<file path="src/rtl/merge3_rr_sched_pkg.sv">
// Shared types, constants and the round-robin helper
// for the three-channel merge scheduler.
package merge_pkg;

    localparam int DW_DEFAULT = 8;
    localparam int NCH        = 3;

    typedef logic [1:0] ch_idx_t;

    localparam ch_idx_t CH_NONE = 2'd3;

    // First requesting channel after 'last', wrapping modulo NCH; CH_NONE when idle.
    function automatic ch_idx_t rr_next(input ch_idx_t last, input logic [NCH-1:0] req);
        ch_idx_t res;
        int      c;
        res = CH_NONE;
        for (int k = 1; k <= NCH; k++) begin
            c = (int'(last) + k) % NCH;
            if ((res == CH_NONE) && req[c[1:0]]) begin
                res = ch_idx_t'(c);
            end
        end
        return res;
    endfunction

endpackage

</file>
<file path="src/rtl/merge3_rr_sched_fifo.sv">
// Single-clock per-channel FIFO; push is ignored when full and pop when empty,
// so the count can never leave 0..DEPTH.
module chan_fifo #(
    parameter  int DW    = 8,
    parameter  int DEPTH = 4,
    localparam int AW    = $clog2(DEPTH)
) (
    input  logic          i_clk,
    input  logic          i_rstn,
    input  logic          push_i,
    input  logic          pop_i,
    input  logic [DW-1:0] din_i,
    output logic [DW-1:0] dout_o,
    output logic          full_o,
    output logic          empty_o,
    output logic [AW:0]   count_o
);

    logic [DW-1:0] mem_q [DEPTH];
    logic [AW-1:0] wr_ptr_q, wr_ptr_d, rd_ptr_q, rd_ptr_d;
    logic [AW:0]   count_q, count_d;
    logic          push_ok_s, pop_ok_s;

    assign full_o    = (count_q == (AW+1)'(DEPTH));
    assign empty_o   = (count_q == (AW+1)'(0));
    assign count_o   = count_q;
    assign dout_o    = mem_q[rd_ptr_q];
    assign push_ok_s = push_i && !full_o;
    assign pop_ok_s  = pop_i && !empty_o;

    // Storage array; contents are don't-care until written.
    always_ff @(posedge i_clk) begin
        if (push_ok_s) begin
            mem_q[wr_ptr_q] <= din_i;
        end
    end

    // Pointer and occupancy next state; pointers wrap naturally at DEPTH.
    always_comb begin
        wr_ptr_d = push_ok_s ? (wr_ptr_q + AW'(1)) : wr_ptr_q;
        rd_ptr_d = pop_ok_s  ? (rd_ptr_q + AW'(1)) : rd_ptr_q;
        case ({push_ok_s, pop_ok_s})
            2'b10:   count_d = count_q + (AW+1)'(1);
            2'b01:   count_d = count_q - (AW+1)'(1);
            default: count_d = count_q;
        endcase
    end

    // Pointer and count registers.
    always_ff @(posedge i_clk or negedge i_rstn) begin
        if (!i_rstn) begin
            wr_ptr_q <= '0;
            rd_ptr_q <= '0;
            count_q  <= '0;
        end else begin
            wr_ptr_q <= wr_ptr_d;
            rd_ptr_q <= rd_ptr_d;
            count_q  <= count_d;
        end
    end

endmodule

</file>
<file path="src/rtl/merge3_rr_sched.sv">
// Three buffered write channels merged round-robin into one registered
// output slot with a valid/ren handshake and sticky per-channel overflow.
module merge3_rr_sched
    import merge_pkg::*;
#(
    parameter int DW    = DW_DEFAULT,
    parameter int DEPTH = 4
) (
    input  logic           i_clk,
    input  logic           i_rstn,
    input  logic [NCH-1:0] wen,
    input  logic [DW-1:0]  i_data0,
    input  logic [DW-1:0]  i_data1,
    input  logic [DW-1:0]  i_data2,
    input  logic           ren,
    input  logic           freeze,
    input  logic           clr_ovf,
    output logic           valid,
    output logic [DW-1:0]  o_data,
    output logic [1:0]     o_src,
    output logic [NCH-1:0] full,
    output logic [NCH-1:0] ovf
);

    localparam int AW = $clog2(DEPTH);

    logic [DW-1:0]  din_s   [NCH];
    logic [DW-1:0]  dout_s  [NCH];
    logic [AW:0]    count_s [NCH];
    logic [NCH-1:0] full_s, empty_s, pop_s, ovf_set_s;
    logic           slot_free_s;
    ch_idx_t        grant_s;

    logic           valid_q, valid_d;
    logic [DW-1:0]  data_q, data_d;
    ch_idx_t        src_q, src_d;
    ch_idx_t        last_q, last_d;
    logic [NCH-1:0] ovf_q, ovf_d;

    assign din_s[0] = i_data0;
    assign din_s[1] = i_data1;
    assign din_s[2] = i_data2;

    for (genvar n = 0; n < NCH; n++) begin : g_ch
        chan_fifo #(.DW(DW), .DEPTH(DEPTH)) u_fifo (
            .i_clk   (i_clk),
            .i_rstn  (i_rstn),
            .push_i  (wen[n]),
            .pop_i   (pop_s[n]),
            .din_i   (din_s[n]),
            .dout_o  (dout_s[n]),
            .full_o  (full_s[n]),
            .empty_o (empty_s[n]),
            .count_o (count_s[n])
        );
        // Overflow is judged on the registered count, so a same-cycle pop does not rescue the write.
        assign ovf_set_s[n] = wen[n] && (count_s[n] == (AW+1)'(DEPTH));
        assign pop_s[n]     = (grant_s == ch_idx_t'(n));
    end

    assign slot_free_s = !valid_q || ren;

    // Grant selection: only when the slot can take a word and draining is enabled.
    always_comb begin
        grant_s = CH_NONE;
        if (slot_free_s && !freeze) begin
            grant_s = rr_next(last_q, ~empty_s);
        end else begin
            grant_s = CH_NONE;
        end
    end

    // Output slot, arbiter pointer and overflow next state.
    always_comb begin
        valid_d = valid_q;
        data_d  = data_q;
        src_d   = src_q;
        last_d  = last_q;
        if (slot_free_s) begin
            if (grant_s != CH_NONE) begin
                valid_d = 1'b1;
                src_d   = grant_s;
                last_d  = grant_s;
                case (grant_s)
                    2'd0:    data_d = dout_s[0];
                    2'd1:    data_d = dout_s[1];
                    2'd2:    data_d = dout_s[2];
                    default: data_d = data_q;
                endcase
            end else begin
                valid_d = 1'b0;
            end
        end else begin
            valid_d = valid_q;
        end
        ovf_d = (clr_ovf ? {NCH{1'b0}} : ovf_q) | ovf_set_s;
    end

    // Output slot, arbiter pointer and overflow registers.
    always_ff @(posedge i_clk or negedge i_rstn) begin
        if (!i_rstn) begin
            valid_q <= 1'b0;
            data_q  <= '0;
            src_q   <= 2'd0;
            last_q  <= 2'd2;
            ovf_q   <= '0;
        end else begin
            valid_q <= valid_d;
            data_q  <= data_d;
            src_q   <= src_d;
            last_q  <= last_d;
            ovf_q   <= ovf_d;
        end
    end

    assign valid  = valid_q;
    assign o_data = data_q;
    assign o_src  = src_q;
    assign full   = full_s;
    assign ovf    = ovf_q;

endmodule
</file>
<file path="config.mk">
export PLATFORM = sky130hd
export DESIGN_NAME = merge3_rr_sched
export DESIGN_NICKNAME = d
export VERILOG_FILES = /design/src/rtl/merge3_rr_sched_pkg.sv /design/src/rtl/merge3_rr_sched_fifo.sv /design/src/rtl/merge3_rr_sched.sv
export SDC_FILE = /design/constraint.sdc
export NUM_CORES = 1
export LEC_CHECK = 0
export ABC_AREA = 1
export CORE_ASPECT_RATIO = 0.5
export CORE_MARGIN = 5
export CORE_UTILIZATION = 55
export DETAILED_ROUTE_END_ITERATION = 7
export GPL_TIMING_DRIVEN = 0
export PLACE_DENSITY = 0.79
export SLEW_MARGIN = 25
export SYNTH_ARGS = -nofsm -noshare
export SYNTH_HDL_FRONTEND = slang
export SYNTH_SLANG_ARGS = --single-unit
</file>
<file path="constraint.sdc">
create_clock -name i_clk -period 4.2 [get_ports i_clk]
set_input_delay 1.26 -clock i_clk [delete_from_list [all_inputs] [get_ports i_clk]]
set_output_delay 1.26 -clock i_clk [all_outputs]
set_load 0.05 [all_outputs]
</file>
==> metrics.yaml <==
placed_design:
  place_worst_setup_slack_ps: 92.1
  post-dp-hpwl_um: 8310
  place_inst: 723
  place.gp.congestion: 0.823
  place_area_mm2: 0.00661
  port_buffers: 48
timing:
  fin_crit_sh: 0.884
  clock_skew_ps: 8.51
  setup-tns-final_ps: 0
  finalMaxSlewViolations: 0
  finalCriticalPeriod_ps: 3710
  hold_viol: 0
  slew_headroom: 0.453
  fmax_ghz: 0.269
  whs_ps: 482
  setup_violations: 0
  grt_setup_unrepaired: "no"
  setup_slack_ps: 489
  tightest_slew_ps: 817
clock_tree:
  ctsHtreeMaxLevel: 4
  hold_buffers: 0
  max-clock-path-buffers: 2
  clock_sinks: 132
  path_clk_slew_ps: 60
  cts_resized: 0
  clockRootBuffer: "clkbuf_16"
  post_cts_buffers: 0
  cts_tree: "done"
  insertion_delay_ps: 420
  cts_buffers: 17
synthesis:
  synth_top_cell_by_area: "edfxtp_1"
  synth_seq_area_share: 0.637
  avgSynthCellArea_um2: 11.1
  ys_async_sr_fraction: 0.273
  synth_warnings: 0
  yosysMostFrequentCell: "edfxtp_1"
  ys_types: 28
  synth_cells: 534
  synth_top_cells_by_count: "edfxtp_1 (96), nand2_1 (83), inv_1 (63), o21ai_0 (46)"
  ys_ff_latch: 132
  ys.flop_type: "edfxtp_1"
  synth_top_area_share: 0.485
  yosys-top-cells-area: "edfxtp_1 (49%), dfrtp_1 (15%), nand2_1 (5.2%)"
  synth-edff-count: 96
  netlist_area_mm2: 0.00594
  synth_nets: 591
power:
  power.leakage_nw: 2.96
  p_sw_mw: 2.45
  vdd_ir_drop_max_uv: 411
  total_power_mw: 5.97
  internal_power_mw: 3.52
  p_comb_frac: 0.424
  swShare: 0.411
  p_per_area_mw_per_mm2: 830
  clkPwrFrac: 0.244
  sequentialPowerShare: 0.332
grt:
  grt_pass1_vias: 3963
  antenna_found_initial: 0
  grt_overflow: 0
  grt_max_degree: 30
  grt_use_total: 0.202
  grt_pass1_wl_um: 20100
detailed_routing:
  drc_errors: 0
  first_pass_iters: 5
  viasPerCell: 5.31
  wirelength_um: 12600
  wl_per_cell_um: 16.6
  drt_iter0_drc: 233
  ant_nets: 0
  vias: 4010
layout:
  syn_to_final_growth_pct: 21.1
  antenna_cells: 0
  finish.instance_area_mm2: 0.00720
  fin_nets: 659
  fin_cells: 755
  nFillCells: 744
  drive_gt1_frac: 0.122
  utilization: 0.694
outcome:
  status: "complete, no violations"
critical_path:
  path_class: "input port to flip-flop"
  critPathArrivalTime_ps: 4000
  worstReg2RegStart: "o_src[0]$_DFFE_PN0P_"
  startpoint: "ren"
  cp_max_fo: 9
  cp-start-kind: "input port"
  worst_setup_path_end_kind: "flip-flop"
  worstPathRequired_ps: 4490
floorplan:
  dieArea_mm2: 0.0131
  die_h_um: 83.5
  die_width_um: 157
  io_pins: 49
  rows: 26
  start_util: 0.573
  fp.coreArea_mm2: 0.0104
job:
  cap_violations: 0
hold_path:
  hold_path.class: "flip-flop to flip-flop"
  hp-start: "last_q[1]$_DFFE_PN1P_"
-- power by group through the flow --
stage	registers [mW]	clock network, mW	logic [mW]
after floorplan	2.15	0	1.62
after global placement	1.99	0	2.41
after detailed placement	2.00	0	2.49
after CTS	1.98	1.47	2.53
after global routing	2.02	1.53	2.82
final	1.99	1.46	2.53
-- cell families (layout without fill, tap and decap cells) --
kind of cell / count (synthesis) / count (layout) / synth area share
compound gates: 96 / 96 / 0.0859
xor+xnor: 13 / 13 / 0.0192
fa+ha+maj: 25 / 25 / 0.0564
buf+inv: 93 / 174 / 0.0632
flops: 132 / 132 / 0.637
mux: 8 / 8 / 0.0135
simple gates: 167 / 167 / 0.125
-- sequential cells by signal, summed over array words and instances (netlist names) --
name                  count
g_ch.u_fifo.mem_q        96
g_ch.u_fifo.count_o       9
last_q                    1
o_src                     2
o_data                    8
ovf                       3
g_ch.u_fifo.wr_ptr_q      6
g_ch.u_fifo.rd_ptr_q      6
valid                     1
-- worst max-delay path, stage by stage --
cell	delay (ps)
clkdlybuf4s50_1	410
nor2_1	170
nor2_1	80
a21boi_2	180
inv_1	120
ha_1	160
clkbuf_1	380
nand2_1	150
inv_1	100
ha_1	150
inv_1	70
fa_1	380
a21oi_1	140
o21ai_0	110
xor2_1	150
-- area by class of cell --
| class | instances | area [um2] | area share |
|---|---|---|---|
| Sequential cell | 132 | 3780 | 0.526 |
| Multi-Input combinational cell | 309 | 1780 | 0.248 |
| Timing Repair Buffer | 49 | 495 | 0.0688 |
| Clock buffer | 19 | 453 | 0.0629 |
| Inverter | 73 | 274 | 0.0381 |
| Tap cell | 140 | 175 | 0.0243 |
| Clock inverter | 13 | 133 | 0.0184 |
| Buffer | 20 | 101 | 0.0141 |
-- final timing paths --
kind	depth (start not counted)	end	slack, ps
setup / recovery	15	g_ch[1].u_fifo.count_o[2]$_DFFE_PN0P_	490
hold / removal	2	last_q[1]$_DFFE_PN1P_	480
setup reg to reg	23	g_ch[1].u_fifo.count_o[2]$_DFFE_PN0P_	560
hold reg to reg	2	last_q[1]$_DFFE_PN1P_	480
max in group asynchronous	2	last_q[1]$_DFFE_PN1P_	3010
min in group asynchronous	1	ovf[1]$_DFF_PN0_	690
-- cells in the final DEF (no fill, tap or decap), types with 2 or more instances in the layout --
| master | n |
|---|---|
| nand3_2 | 5 |
| ha_1 | 22 |
| nor2_1 | 31 |
| xor2_1 | 9 |
| o211ai_1 | 5 |
| nand2_2 | 7 |
| bufinv_16 | 2 |
| nand3_1 | 35 |
| clkbuf_8 | 2 |
| clkbuf_1 | 7 |
| inv_1 | 63 |
| nor2_4 | 2 |
| edfxtp_1 | 96 |
| dfrtp_1 | 35 |
| nor2_2 | 2 |
| clkinvlp_4 | 4 |
| buf_4 | 4 |
| a21oi_1 | 24 |
| xnor2_1 | 4 |
| clkdlybuf4s50_1 | 47 |
| o21ai_0 | 46 |
| clkinv_2 | 5 |
| mux2i_1 | 8 |
| buf_2 | 10 |
| fa_1 | 3 |
| inv_2 | 10 |
| o21ai_1 | 17 |
| a221oi_1 | 3 |
| clkbuf_16 | 17 |
| nand2_1 | 83 |
-- layer usage --
layer,vias up,GRT usage,share of wire
li1,1931,-,-
met1,1928,0.271,0.44
met2,130,0.324,0.48
met3,21,0.0451,0.068
met4,0,0.0742,0.021
met5,-,0,0
Note: power is estimated with default switching activity, not from simulation.
